[config.mk]
export PLATFORM = sky130hd
export DESIGN_NAME = fmul_norm_round
export DESIGN_NICKNAME = d
export VERILOG_FILES = /design/src/rtl/fmul_norm_round.sv
export SDC_FILE = /design/constraint.sdc
export NUM_CORES = 1
export LEC_CHECK = 0
export BUFFER_PORTS_ARGS = -buffer_cell sky130_fd_sc_hd__buf_2
export CAP_MARGIN = 20
export CORE_MARGIN = 2
export CORE_UTILIZATION = 40
export CTS_CLUSTER_DIAMETER = 100
export DETAILED_ROUTE_END_ITERATION = 8
export GPL_ROUTABILITY_DRIVEN = 0
export GPL_TIMING_DRIVEN = 0
export PLACE_DENSITY = 0.66
export SYNTH_ARGS = -nofsm -noshare
export SYNTH_HDL_FRONTEND = slang
export SYNTH_SLANG_ARGS = --single-unit
[constraint.sdc]
create_clock -name clk -period 2.3 [get_ports clk]
set_input_delay 0.23 -clock clk [delete_from_list [all_inputs] [get_ports clk]]
set_output_delay 0.23 -clock clk [all_outputs]
set_load 0.02 [all_outputs]
[src/rtl/fmul_norm_round.sv]
// -----------------------------------------------------------------------------
// fmul_norm_round
//
// Normalise-and-round stage of the floating-point multiplier pipeline. It takes
// the raw double-width significand product, the result sign and the biased,
// not yet normalised exponent. It produces a packed IEEE-754 result with
// overflow, underflow and inexact flags.
//
// The stage is a two-deep valid/ready pipeline:
//   stage A : normalise the product. It registers mantissa, guard, sticky,
//             exponent and the zero flag.
//   stage B : round, detect exceptions, pack. It registers the outputs.
//
// Configuration macro:
//   FMUL_RNE_EN  defined   -> round-to-nearest-even
//                undefined -> truncate. There is no incrementer and no carry
//                             path. inexact still reports G|S.
//
// Parameters:
//   EW  exponent field width (8 single, 11 double)
//   MW  fraction field width (23 single, 52 double)
//   PW  product width 2*(MW+1)        (derived)
//   XW  signed exponent width EW+2    (derived)
//
// Ports:
//   clk        clock
//   rst        synchronous active-high reset
//   in_valid   input beat present
//   in_ready   stage can accept a beat (combinational from out_ready)
//   in_sign    result sign
//   in_exp     signed biased exponent ea+eb-bias, before normalisation
//   in_prod    unsigned significand product (1.x * 1.x)
//   out_valid  result present
//   out_ready  downstream accepts the result
//   out_res    packed {sign, exponent, fraction}
//   out_ovf    result overflowed to infinity
//   out_unf    result flushed to zero
//   out_inx    result inexact
// -----------------------------------------------------------------------------
module fmul_norm_round #(
    parameter  int EW = 8,
    parameter  int MW = 23,
    localparam int PW = 2 * (MW + 1),
    localparam int XW = EW + 2
) (
    input  logic                 clk,
    input  logic                 rst,
    input  logic                 in_valid,
    output logic                 in_ready,
    input  logic                 in_sign,
    input  logic signed [XW-1:0] in_exp,
    input  logic [PW-1:0]        in_prod,
    output logic                 out_valid,
    input  logic                 out_ready,
    output logic [EW+MW:0]       out_res,
    output logic                 out_ovf,
    output logic                 out_unf,
    output logic                 out_inx
);

    localparam int                     RW       = 1 + EW + MW;
    localparam logic signed [XW-1:0]   EXP_INF  = XW'((1 << EW) - 1);
    localparam logic signed [XW-1:0]   EXP_ZERO = '0;

    // ------------------------------------------------------------------
    // Handshake
    // ------------------------------------------------------------------
    logic r_va;
    logic r_vb;
    logic w_adv_a;
    logic w_adv_b;

    assign w_adv_b  = !r_vb || out_ready;
    assign w_adv_a  = !r_va || w_adv_b;
    assign in_ready = w_adv_a && !rst;

    // ------------------------------------------------------------------
    // Stage A: normalise
    // ------------------------------------------------------------------
    // When the top product bit is clear, shift left one place so that the
    // same window (mantissa, guard, sticky) serves both cases.
    logic [PW-1:0]        w_norm;
    logic [MW:0]          w_mant_a;
    logic                 w_g_a;
    logic                 w_s_a;
    logic signed [XW-1:0] w_exp_a;
    logic                 w_zero_a;

    assign w_norm   = in_prod[PW-1] ? in_prod : {in_prod[PW-2:0], 1'b0};
    assign w_mant_a = w_norm[PW-1 -: MW+1];
    assign w_g_a    = w_norm[PW-MW-2];
    assign w_s_a    = |w_norm[PW-MW-3:0];
    assign w_exp_a  = in_exp + {{(XW-1){1'b0}}, in_prod[PW-1]};
    assign w_zero_a = (in_prod == '0);

    logic                 r_a_sign;
    logic signed [XW-1:0] r_a_exp;
    logic [MW:0]          r_a_mant;
    logic                 r_a_g;
    logic                 r_a_s;
    logic                 r_a_zero;

    // NOTE: payload registers carry no reset. r_va qualifies them, so their
    // contents after reset are never observed, and leaving out the reset
    // keeps the wide datapath flops simple.
    always_ff @(posedge clk) begin
        if (w_adv_a) begin
            r_a_sign <= in_sign;
            r_a_exp  <= w_exp_a;
            r_a_mant <= w_mant_a;
            r_a_g    <= w_g_a;
            r_a_s    <= w_s_a;
            r_a_zero <= w_zero_a;
        end
    end

    // ------------------------------------------------------------------
    // Stage B: round, exceptions, pack
    // ------------------------------------------------------------------
    logic [MW+1:0]        w_rm;
    logic signed [XW-1:0] w_exp_b;

`ifdef FMUL_RNE_EN
    logic w_inc;
    // Round half to even. Increment above the halfway point, or exactly at
    // the halfway point when the kept LSB is odd.
    assign w_inc = r_a_g && (r_a_s || r_a_mant[0]);
    assign w_rm  = {1'b0, r_a_mant} + {{(MW+1){1'b0}}, w_inc};
`else
    assign w_rm  = {1'b0, r_a_mant};
`endif

    // A carry out of the mantissa leaves 10.000..0. The fraction bits are
    // already zero, so only the exponent needs a bump.
    assign w_exp_b = r_a_exp + {{(XW-1){1'b0}}, w_rm[MW+1]};

    // In range, the hidden bit is implied by the exponent field.
    logic w_unused_lead;
    assign w_unused_lead = w_rm[MW];

    logic [RW-1:0] w_res;
    logic          w_ovf;
    logic          w_unf;
    logic          w_inx;

    // NOTE: every output of this block gets a default first. A branch that
    // forgets a signal then cannot infer a latch.
    always_comb begin
        w_res = '0;
        w_ovf = 1'b0;
        w_unf = 1'b0;
        w_inx = 1'b0;
        if (r_a_zero) begin
            w_res = {r_a_sign, {(EW+MW){1'b0}}};
        end else if (w_exp_b >= EXP_INF) begin
            w_res = {r_a_sign, {EW{1'b1}}, {MW{1'b0}}};
            w_ovf = 1'b1;
            w_inx = 1'b1;
        end else if (w_exp_b <= EXP_ZERO) begin
            // Flush to zero: this block produces no subnormals.
            w_res = {r_a_sign, {(EW+MW){1'b0}}};
            w_unf = 1'b1;
            w_inx = 1'b1;
        end else begin
            w_res = {r_a_sign, w_exp_b[EW-1:0], w_rm[MW-1:0]};
            w_inx = r_a_g || r_a_s;
        end
    end

    // ------------------------------------------------------------------
    // Valids and output registers
    // ------------------------------------------------------------------
    // NOTE: all state updates use non-blocking assignment. Every register
    // then samples pre-edge values, whatever order the blocks run in.
    always_ff @(posedge clk) begin
        if (rst) begin
            r_va    <= 1'b0;
            r_vb    <= 1'b0;
            out_res <= '0;
            out_ovf <= 1'b0;
            out_unf <= 1'b0;
            out_inx <= 1'b0;
        end else begin
            if (w_adv_a) begin
                r_va <= in_valid;
            end
            // Outputs hold while stalled because they only load on advance.
            if (w_adv_b) begin
                r_vb    <= r_va;
                out_res <= w_res;
                out_ovf <= w_ovf;
                out_unf <= w_unf;
                out_inx <= w_inx;
            end
        end
    end

    assign out_valid = r_vb;

endmodule

# Yosys cells after proc, flatten, opt, wreduce, memory -nomap -nowiden

Index checks and enable logic that the tools add are counted.
W data, S select, Z words.

Bits in registers: 74
Latch bits: 0
RAM bits: 0
Bits in read-only memories: 0
Input port bits: 63
Output and inout bits: 37
Word-level logic and storage cells: 36
Memories: 0

$add $sub $neg: 1
Multiply operators: 0
Div/mod/pow operators: 0
$lt $le $gt $ge: 2
Equal/unequal tests: 0
Shift-type cells: 0
Muxes and demuxes: 12
Bitwise logic cells: 0
Reduce and logical (&&, ||, !) cells: 9

Operators with widths:

| kind                  | number |
|---|---|
| $mux W31              | 3 |
| $logic_not A48 Y1     | 1 |
| $mux W47              | 1 |
| $reduce_or A23 Y1     | 1 |
| $add A10 B1 Y10       | 1 |
| $ge A10 B9 Y1 const B | 1 |
| $le A10 B1 Y1 const B | 1 |
| $mux W1               | 8 |
| $logic_not A1 Y1      | 3 |
| $logic_or A1 B1 Y1    | 3 |
| $logic_and A1 B1 Y1   | 1 |

# Longest topological paths before layout

Depth in word-level cells: 4
Mapped depth: 7
Gate-level depth less buffers: 4

# Least setup slack after synthesis

No wires, ideal clock.

Kind: register to register
Start point: register r_vb, in the netlist out_valid
End point: register r_a_exp[0] (enable)
Arrival: 1,675 ps
Slack: 114 ps
Cell stages (with the launch flop): 5
Buffers on the path: 2
Clock period less this slack: 2,186 ps
Cell sequence: dfxtp_1 nor2b_4 buf_6 clkbuf_1 nand2_1

Cells in the longest elaborated chain, start to end: 3

RTL lines:

| what                   | line | RTL |
|---|---|---|
| start, declared        | 69   | `logic r_vb;` |
| start signal, assigned | 189  | `r_vb <= r_va;` |
| $logic_not A1 Y1       | 73   | `assign w_adv_b = !r_vb \|\| out_ready;` |
| $logic_or A1 B1 Y1     | 73   |  |
| $logic_or A1 B1 Y1     | 74   | `assign w_adv_a = !r_va \|\| w_adv_b;` |
| end signal, assigned   | 109  | `r_a_exp <= w_exp_a;` |
| end, declared          | 97   | `logic signed [XW-1:0] r_a_exp;` |

No other way between the ends.
A chain may end at the register's enable or synchronous reset.

# Worst setup path in the final report

Start point: register r_vb, in the netlist out_valid
End point: register r_a_exp[3] (enable)

The elaborated chain is that of the path after synthesis.

==> metrics.cfg <==
[logic_synthesis]
synth_area_sq_um = 2970
synth_seq_area_share = 0.624
synth_top_cell_area_share = 0.374
yosysTopAreaCell = edfxtp_1
ys_seq_elements = 74
syn_avg_cell_area_sq_um = 13.2
ys_warn_count = 0
syn_inst = 224
yosys-top-cells-area = edfxtp_1 (37%), dfxtp_1 (25%), mux2_2 (9.1%), a22o_1 (6.8%), nor4_1 (2.5%)
syn_nets = 289
yosysUniqueCellTypes = 32

[worst_setup_path]
max_stage_delay_ns = 0.58
worstPathRequired_ns = 2.20
rrSetupSlack_ns = 0.32
worstPathArrival_ns = 1.88
rr_endpoint = r_a_exp[3]
startpoint = out_valid
endpoint_kind = flip-flop
worstSetupPathType = flip-flop to flip-flop
crit_chain = nor2b_4 -> buf_6 -> clkbuf_1 -> nand2_2
critPathMaxFanout = 37
cp-start-kind = flip-flop
critical_path.slowest_cell = nand2_2
worstRegToRegCells = 4
reg2reg_from = out_valid
endpoint = r_a_exp[3]

[finish]
post-route-util = 0.528
antenna_cells = 0
nNetsFinal = 399
drive_gt1_frac = 0.440
area_growth_pct = 28.3
stdcell_count = 438

[routing]
firstDrtPassIters = 4
routed_wl_microns = 6110
drc_errors = 0
initialDrtViolationCount = 33
via_per_inst = 4.93
ant_nets = 0
wire_per_inst_microns = 13.9
vias = 2160

[worst_hold_path]
hold_class = input pin to flip-flop

[die]
fp.dieW_microns = 90.1
core_area_sq_um = 7210
num_rows = 31
die_area_sq_um = 8120
die_h_microns = 90.1
initial_core_util = 0.411
ios = 100

[job]
drv_cap = 0

[global_routing]
grt_max_degree = 38
grt-ovfl-total = 0
antenna_found_initial = 0
grtUsageTotal = 0.161
grt_first_pass_wirelength_microns = 10300
grt_pass1_vias = 2175

[placement]
placed_cells = 422
io_buffers = 99
dp_hpwl_microns = 4620

[cts]
clock_path_buffers = 2
tritoncts = yes
htree_levels = 3
cts_resized = 0
clkTransAtPathRegs_ns = 0.07
cts_made_buffers = 9
root_buffer = clkbuf_8
post_cts_buffers = 0
postCtsHoldBufs = 0
clkLatencyLatePin_ns = 0.35
clock-sinks = 74

[power]
totalPowerFinal_mw = 2.88
p_leak_nw = 1.57
p_per_area_nw_per_um2 = 756
ir_worst_vdd_mv = 0.297

[timing]
fmax_ghz = 0.504
rsz0062_at_grt = no
min_period_ns = 1.98
slew_violations = 0
fin_crit_sh = 0.862
relSlewSlack = 0.432
hold_violations = 0
setup_viol = 0
hold_slack_ns = 0.0694
worst_slew_pin_slew_ns = 0.849
fin_worst_skew_ns = 0.0120

[status]
status = complete, no violations

==> how the worst min path moves through the flow <==
stage,cells past startpoint,slack [ns],endpoint,startpoint
after detailed placement,1,0.42,r_a_sign,in_sign
after global routing,1,0.06,r_a_sign,in_sign
after global placement,1,0.42,r_a_sign,in_sign
after floorplan,1,0.30,out_res[23],rst
after CTS,1,0.06,r_a_sign,in_sign
final,1,0.07,r_a_sign,in_sign
==> placed cells by master, fill, tap and decap left out, drive strengths merged, types with 9 or more instances in the layout <==
master	instances
a21oi	10
a22o	23
buf	103
clkbuf	18
dfxtp	37
edfxtp	37
mux2	24
nand2	15
nor4	13
o21ai	9
==> worst max-delay path: cells and delay by family (launching register included) <==
| family | cells | cell delay (ns) |
|---|---|---|
| simple gates | 2 | 0.71 |
| buf+inv | 2 | 0.47 |
| flops | 1 | 0.33 |
==> cell type report <==
type | count | area [sq um]
clock inverter | 6 | 91.3
multi-input combinational | 138 | 1050
fill | 680 | 3410
timing repair buffer | 99 | 495
buffer | 12 | 68.8
tap | 99 | 124
clock buffer | 10 | 128
sequential | 74 | 1850
==> sequential cells by signal, summed over array words and instances, names as in the netlist <==
register / count
r_va: 1
out_ovf: 1
r_a_mant: 23
r_a_g: 1
r_a_zero: 1
out_res: 32
r_a_sign: 1
r_a_s: 1
out_inx: 1
out_valid: 1
r_a_exp: 10
out_unf: 1
==> metal layers <==
layer,part of all wire,track usage,vias to the layer above
li1,-,-,1081
met1,0.44,0.197,1007
met2,0.49,0.263,61
met3,0.052,0.0411,11
met4,0.023,0.0846,0
met5,0,0,-
==> cell usage after synthesis <==
library cell	count
a221o_1	1
nand4_1	5
and2_1	1
dfxtp_1	37
edfxtp_1	37
mux2i_1	1
nor4_4	1
xor2_1	1
a22oi_1	1
or3_4	1
a22o_1	23
xnor2_1	7
nor4_1	12
and3_1	4
nor2b_1	1
or4_1	2
nor2_1	5
or3_1	1
buf_6	3
nand2_1	15
o21bai_1	1
nor2_4	1
nor3_1	3
nor2b_4	1
or4_4	2
ha_1	2
o21ai_0	9
nand3_1	3
buf_2	1
a21oi_1	10
mux2_2	24
clkbuf_1	8
==> report_power, final <==
part	total [mW]	internal, mW	switching (mW)
Sequential	1.50	1.47	0.0354
Clock	1.09	0.612	0.482
Combinational	0.280	0.134	0.146
Total	2.88	2.21	0.664
==> cells by family (layout without fill, tap and decap cells) <==
logic type               Yosys count  after routing  share of synthesized area
XOR/XNOR                           8              8                     0.0236
multiplexers                      25             25                     0.0944
AND/OR/NAND/NOR                   58             58                      0.118
buffers and inverters             12            127                     0.0232
AO/OA/AOI/OAI                     45             45                      0.108
adder cells (fa/ha/maj)            2              2                    0.00843
flip-flops                        74             74                      0.624
==> through the flow <==
| step | TNS (ns) | setup WS, ns | cell area, sq um |
|---|---|---|---|
| 2_1_floorplan | 0 | 0.114 | 2970 |
| 3_3_place_gp | -9.52 | -0.260 | 3590 |
| 3_5_place_dp | 0 | 0.250 | 3590 |
| 4_1_cts | 0 | 0.235 | 3810 |
| 5_1_grt | 0 | 0.144 | 3810 |
| 6_report | 0 | 0.317 | 3810 |
(Power assumes the default switching activity.)
